`src/rtl/serial_adder_pkg.sv`:
```
// -----------------------------------------------------------------------------
// serial_adder_pkg
// Shared constants for the bit-serial adder:
//   DEFAULT_WIDTH  - default operand width
//   ST_IDLE/RUN/DONE - FSM state encodings (2-bit)
// -----------------------------------------------------------------------------
package serial_adder_pkg;

    localparam int DEFAULT_WIDTH = 16;

    typedef logic [1:0] state_t;

    localparam logic [1:0] ST_IDLE = 2'd0;
    localparam logic [1:0] ST_RUN  = 2'd1;
    localparam logic [1:0] ST_DONE = 2'd2;

endpackage

```
`src/rtl/full_adder.sv`:
```
// -----------------------------------------------------------------------------
// full_adder
// One-bit combinational full adder cell.
// Ports:
//   a, b, cin  - input bits
//   s          - sum bit  (a ^ b ^ cin)
//   cout       - carry out (majority of a, b, cin)
// -----------------------------------------------------------------------------
module full_adder (
    input  logic a,
    input  logic b,
    input  logic cin,
    output logic s,
    output logic cout
);

    assign s    = a ^ b ^ cin;
    assign cout = (a & b) | (a & cin) | (b & cin);

endmodule

```
`src/rtl/serial_adder.sv`:
```
// -----------------------------------------------------------------------------
// serial_adder
// Bit-serial adder: one full-adder step per clock, LSB first. An accepted
// start captures a, b and cin; WIDTH RUN cycles later the FSM passes through
// DONE, on whose edge the result registers update and done pulses for one
// cycle. The result is then held until the next accepted start completes.
//
// Ports:
//   clk   - clock, rising edge
//   rst   - synchronous active-high reset
//   start - begin an addition (honoured only in IDLE)
//   a, b  - WIDTH-bit operands
//   cin   - carry in
//   busy  - high while in RUN or DONE
//   done  - one-cycle result-valid pulse
//   sum   - registered WIDTH-bit result
//   cout  - registered carry out of the MSB
//   ovf   - registered signed overflow (only with SERIAL_ADDER_OVF_EN)
//
// Build option: define SERIAL_ADDER_OVF_EN to add the ovf output.
// -----------------------------------------------------------------------------
module serial_adder
    import serial_adder_pkg::*;
#(
    parameter int WIDTH = DEFAULT_WIDTH
) (
    input  logic             clk,
    input  logic             rst,
    input  logic             start,
    input  logic [WIDTH-1:0] a,
    input  logic [WIDTH-1:0] b,
    input  logic             cin,
    output logic             busy,
    output logic             done,
    output logic [WIDTH-1:0] sum,
`ifdef SERIAL_ADDER_OVF_EN
    output logic             ovf,
`endif
    output logic             cout
);

    // One extra bit so the count can reach WIDTH without wrapping.
    localparam int CW = $clog2(WIDTH) + 1;
    localparam logic [CW-1:0] CNT_LAST = CW'(WIDTH - 1);

    state_t           state_r;
    logic [WIDTH-1:0] a_r;
    logic [WIDTH-1:0] b_r;
    logic [WIDTH-1:0] res_r;
    logic             carry_r;
    logic [CW-1:0]    cnt_r;
    logic             busy_r;
    logic             done_r;
    logic [WIDTH-1:0] sum_r;
    logic             cout_r;
    logic             fa_sum_s;
    logic             fa_cout_s;
`ifdef SERIAL_ADDER_OVF_EN
    logic             msb_cin_r;
    logic             ovf_r;
`endif

    full_adder u_fa (
        .a    (a_r[0]),
        .b    (b_r[0]),
        .cin  (carry_r),
        .s    (fa_sum_s),
        .cout (fa_cout_s)
    );

    // FSM, datapath shift registers and registered result outputs.
    always_ff @(posedge clk) begin
        if (rst) begin
            state_r   <= ST_IDLE;
            a_r       <= '0;
            b_r       <= '0;
            res_r     <= '0;
            carry_r   <= 1'b0;
            cnt_r     <= '0;
            busy_r    <= 1'b0;
            done_r    <= 1'b0;
            sum_r     <= '0;
            cout_r    <= 1'b0;
`ifdef SERIAL_ADDER_OVF_EN
            msb_cin_r <= 1'b0;
            ovf_r     <= 1'b0;
`endif
        end else begin
            done_r <= 1'b0;
            case (state_r)
                ST_IDLE: begin
                    // Blocking start during the done pulse makes the earliest
                    // restart the cycle after done.
                    if (start && !done_r) begin
                        state_r <= ST_RUN;
                        a_r     <= a;
                        b_r     <= b;
                        carry_r <= cin;
                        res_r   <= '0;
                        cnt_r   <= '0;
                        busy_r  <= 1'b1;
                    end else begin
                        state_r <= ST_IDLE;
                    end
                end
                ST_RUN: begin
                    a_r     <= a_r >> 1;
                    b_r     <= b_r >> 1;
                    res_r   <= {fa_sum_s, res_r[WIDTH-1:1]};
                    carry_r <= fa_cout_s;
                    cnt_r   <= cnt_r + CW'(1);
`ifdef SERIAL_ADDER_OVF_EN
                    // The value left here after the last step is the carry
                    // into the MSB.
                    msb_cin_r <= carry_r;
`endif
                    if (cnt_r == CNT_LAST) begin
                        state_r <= ST_DONE;
                    end else begin
                        state_r <= ST_RUN;
                    end
                end
                ST_DONE: begin
                    state_r <= ST_IDLE;
                    busy_r  <= 1'b0;
                    done_r  <= 1'b1;
                    sum_r   <= res_r;
                    cout_r  <= carry_r;
`ifdef SERIAL_ADDER_OVF_EN
                    ovf_r   <= msb_cin_r ^ carry_r;
`endif
                end
                default: begin
                    state_r <= ST_IDLE;
                    busy_r  <= 1'b0;
                end
            endcase
        end
    end

    assign busy = busy_r;
    assign done = done_r;
    assign sum  = sum_r;
    assign cout = cout_r;
`ifdef SERIAL_ADDER_OVF_EN
    assign ovf  = ovf_r;
`endif

endmodule
```
`config.mk`:
```
export PLATFORM = sky130hd
export DESIGN_NAME = serial_adder
export DESIGN_NICKNAME = d
export VERILOG_FILES = /design/src/rtl/serial_adder_pkg.sv /design/src/rtl/full_adder.sv /design/src/rtl/serial_adder.sv
export SDC_FILE = /design/constraint.sdc
export NUM_CORES = 1
export LEC_CHECK = 0
export ABC_AREA = 1
export BUFFER_PORTS_ARGS = -buffer_cell sky130_fd_sc_hd__buf_2
export CORE_MARGIN = 2
export CORE_UTILIZATION = 50
export CTS_CLUSTER_DIAMETER = 150
export CTS_CLUSTER_SIZE = 14
export DETAILED_ROUTE_END_ITERATION = 8
export GPL_TIMING_DRIVEN = 0
export PLACE_DENSITY = 0.84
export SYNTH_ARGS = -nofsm -noshare
export SYNTH_HDL_FRONTEND = slang
export SYNTH_SLANG_ARGS = --single-unit
```
`constraint.sdc`:
```
create_clock -name clk -period 1.3 [get_ports clk]
set_clock_uncertainty 0.1 [all_clocks]
set_input_delay 0.065 -clock clk [delete_from_list [all_inputs] [get_ports clk]]
set_output_delay 0.065 -clock clk [all_outputs]
set_load 0.005 [all_outputs]
```
==> impl_results.md <==
- Register bit count reported by yosys: between 70 and 80
- Final hold vios: 0
- First drt pass iteration count: 5
- Std-Cell Rows: 29
- Initial antenna violation count: 0
- Avg Inst Size Synth: slightly below 7 um^2
- Setup WS post-layout: -82.1 ps
- Multi-input logic area: about 1700 um^2
- Initial DRC Count: ~210
- Post-Syn Area: ~3300 um^2
- Worst path buffer plus inverter count: 0
- Tot GR Track Use: a little under a quarter
- CTS tree: yes
- Slowest CP cell: dfxtp_4
- Sequential fraction of the synthesis area: 45.0%
- CTS Buf Count: 9
- CP startpoint kind: flip-flop
- Crit path time final: roughly 1400 ps
- Power Dens Cells: ~1200 nW/um^2
- Largest family of logic cells by synthesized area: simple AND/OR/NAND/NOR gates
- Vias: 3512
- Initial Util: 52.3%
- Warnings from Yosys: 0
- WS Path Type: flip-flop to flip-flop
- RSZ-0062 raised after global routing: true
- DPL Wire Length: about 5300 um
- Gr ovfl total: 0
- I/O pins: 55
- Failing checks: negative setup slack
- Clock latency on the worst-skew pair: about 360 ps
- Syn nets: roughly 520
- Fillers: around 460
- Total core area: 6390 um^2
- Post-route ant nets: 0
- Synth unique cells: 25
- Slew HR: between 60% and 70%
- Yosys top cell area share: between 40 and 50%
- CTS max path bufs: 2
- Htree depth: 3
- Reg area: 1520 um^2
- Min-delay worst type: primary input to flip-flop
- Die Span X: 85.7 um
- Cell family with most CP delay: adder cells
- Pin count of the biggest net entering global routing: 14
- Clock sink count: 75
- DIE AREA: around 7300 um^2
- Adder-cell share of the synthesized area: around 1.3%
- Lkg Pwr: roughly 2.2 nW
- Final setup fails: 29
- Crit path max fanout: 2
- Max Slew Vio Count: 0
- Vias per Instance: ~5.2
- First-pass GRT wire length: around 14000 um
- Synth Area in Compound Gates: between 10% and 20%
- Reg-to-Reg Start: cnt_r[0]$_SDFFE_PP0P_
- Final Cycle Share: 106%
- WP data required: 1480 ps
- Vias in the first global route: 3249
- WP data arrival: between 1500 and 2000 ps
- Cell taking the most area after synthesis: dfxtp_1
- Least-Margin Pin Slew: ~460 ps
- Final Net Count: about 630
- # Max-Cap Violations: 0
- Post-synthesis xor/xnor area fraction: 0%
- Placed insts: between 600 and 700
- Die height: between 80 and 90 um
- Mux contribution to synthesized area: 0%
- Routability cong.: about 0.8
- Status: finished with violations
- Area after DPL: about 3700 um^2
- Total design power: 0.00569 W
- Non-Filler Instances: 677
- Layout cell share with drive strength beyond 1: 27.2%
- Crit. End Element: flip-flop
- P&R area growth vs syn: 40.0%
- # diodes: 0
- Critical path startpoint: cnt_r[0]$_SDFFE_PP0P_
- VDD IR-drop max: ~0.83 mV
- Worst path max stage delay: 360 ps
- Synth Area in Simple Gates: between 30% and 40%
- DR DRC count: 0
- Routed WL per cell: 13.4 um
- Max Freq: a little over 0.7 GHz
- Clk Tree Root Cell: clkbuf_8
- Crit-path cells: ha_4 -> nand2_4 -> nor2_2 -> ha_1 -> or2_0 -> a21oi_1
- Top cells by area, synth: dfxtp_1 (45%), nor2_1 (11%), nand2_1 (10%), nand3_1 (8.4%), o21ai_0 (7.0%)
- Hold_sp: start
- # port buffers: 53
- Routed WL: 9090 um
- Clk slew on worst S/H paths: about 80 ps
- Syn Inst Count: about 480
- Final Cell Area: roughly 4700 um^2
sequential cells by signal, indices dropped and copies added (netlist names):
register  flops
a_r          16
b_r          16
res_r        16
sum          16
cnt_r         5
state_r       2
busy          1
carry_r       1
cout          1
done          1
tightest hold or removal path, cell delays in order:
cell	delay, ps
buf_2	100
nand2_2	70
nor2_1	90
o21a_1	110
metrics by stage:
stage | hold WS [ps] | util, % | setup slack (ps) | setup TNS [ps]
floorplan | 111 | - | -4.20 | -4.20
global placement | 219 | 58.2 | -135 | -3050
detailed placement | 227 | 58.2 | -176 | -5440
CTS | 62.3 | 68.5 | -111 | -170
global route | 29.1 | 73.2 | -140 | -3250
finish | 10.7 | 73.2 | -82.1 | -1020
routing by layer:
| layer | routed length, um | track usage (%) | up-vias |
|---|---|---|---|
| li1 | - | - | 1748 |
| met1 | 3820 | 27.0 | 1632 |
| met2 | 4590 | 42.1 | 112 |
| met3 | 492 | 4.91 | 20 |
| met4 | 183 | 10.1 | 0 |
| met5 | 0 | 0 | - |
cell type report:
| type | instances | area share [%] |
|---|---|---|
| multi-input cells | 334 | 35.4 |
| flip-flops and latches | 75 | 32.5 |
| repair buffers | 101 | 15.5 |
| plain buffers | 32 | 5.65 |
| inverters | 42 | 3.64 |
| clock buffers | 9 | 2.65 |
| clock inverters | 7 | 2.49 |
| well taps | 77 | 2.06 |
power by group:
part | internal, W | total, W | switching [W]
sequential | 0.00241 | 0.00246 | 0.0000507
combinational | 0.000464 | 0.00105 | 0.000584
clock | 0.00127 | 0.00218 | 0.000906
total | 0.00415 | 0.00569 | 0.00154
worst paths after layout:
check | cells past startpoint | slack, ps | end
max | 6 | -80 | cnt_r[4]$_SDFFE_PP0P_
min | 4 | 10 | busy$_SDFFE_PP0P_
max reg2reg | 6 | -80 | cnt_r[4]$_SDFFE_PP0P_
min reg2reg | 2 | 380 | a_r[15]$_SDFFE_PP0P_
cell usage in the layout (no fill, tap or decap), types with 2 or more instances in the layout:
cell type and count:
clkbuf_1 3, or2_0 2, clkbuf_8 9, o21ai_2 5, inv_1 36, nand3_1 56, dfxtp_2 3, nor2_1 79
o21ai_1 10, nor2_2 16, inv_2 2, nand2_1 88, a21oi_2 2, buf_6 14, dlygate4sd3_1 34, nand2_4 3
dfxtp_4 4, buf_2 56, buf_8 2, bufinv_16 3, a21oi_1 22, dfxtp_1 68, clkinv_2 2, o21ai_0 32
inv_4 3, buf_1 2, nor2_4 10, clkbuf_4 2, buf_4 19
synthesized netlist by cell type (all sizes together):
library cell  count
o21a              1
nand3            56
a21oi            24
or2               3
dfxtp            75
o21ai            47
inv              41
nor2            105
clkinv            1
clkbuf            8
nor3              1
nand4             1
fa                1
ha                2
nand2            92
buf              24
kinds of logic after synthesis:
| group | Yosys count |
|---|---|
| adder cells (fa/ha/maj) | 3 |
| flip-flops | 75 |
| AND/OR/NAND/NOR | 258 |
| buffers and inverters | 74 |
| AO/OA/AOI/OAI | 72 |
what timing repair did:
action	in CTS	in global routing
hold buffers	34	0
gates resized for setup	23	96
pin swaps	5	15
gates cloned	0	4
endpoints found under the hold margin	39	0
setup endpoints to repair	67	63
buffers inserted	4	7
Power figures use the tool's default switching activity.
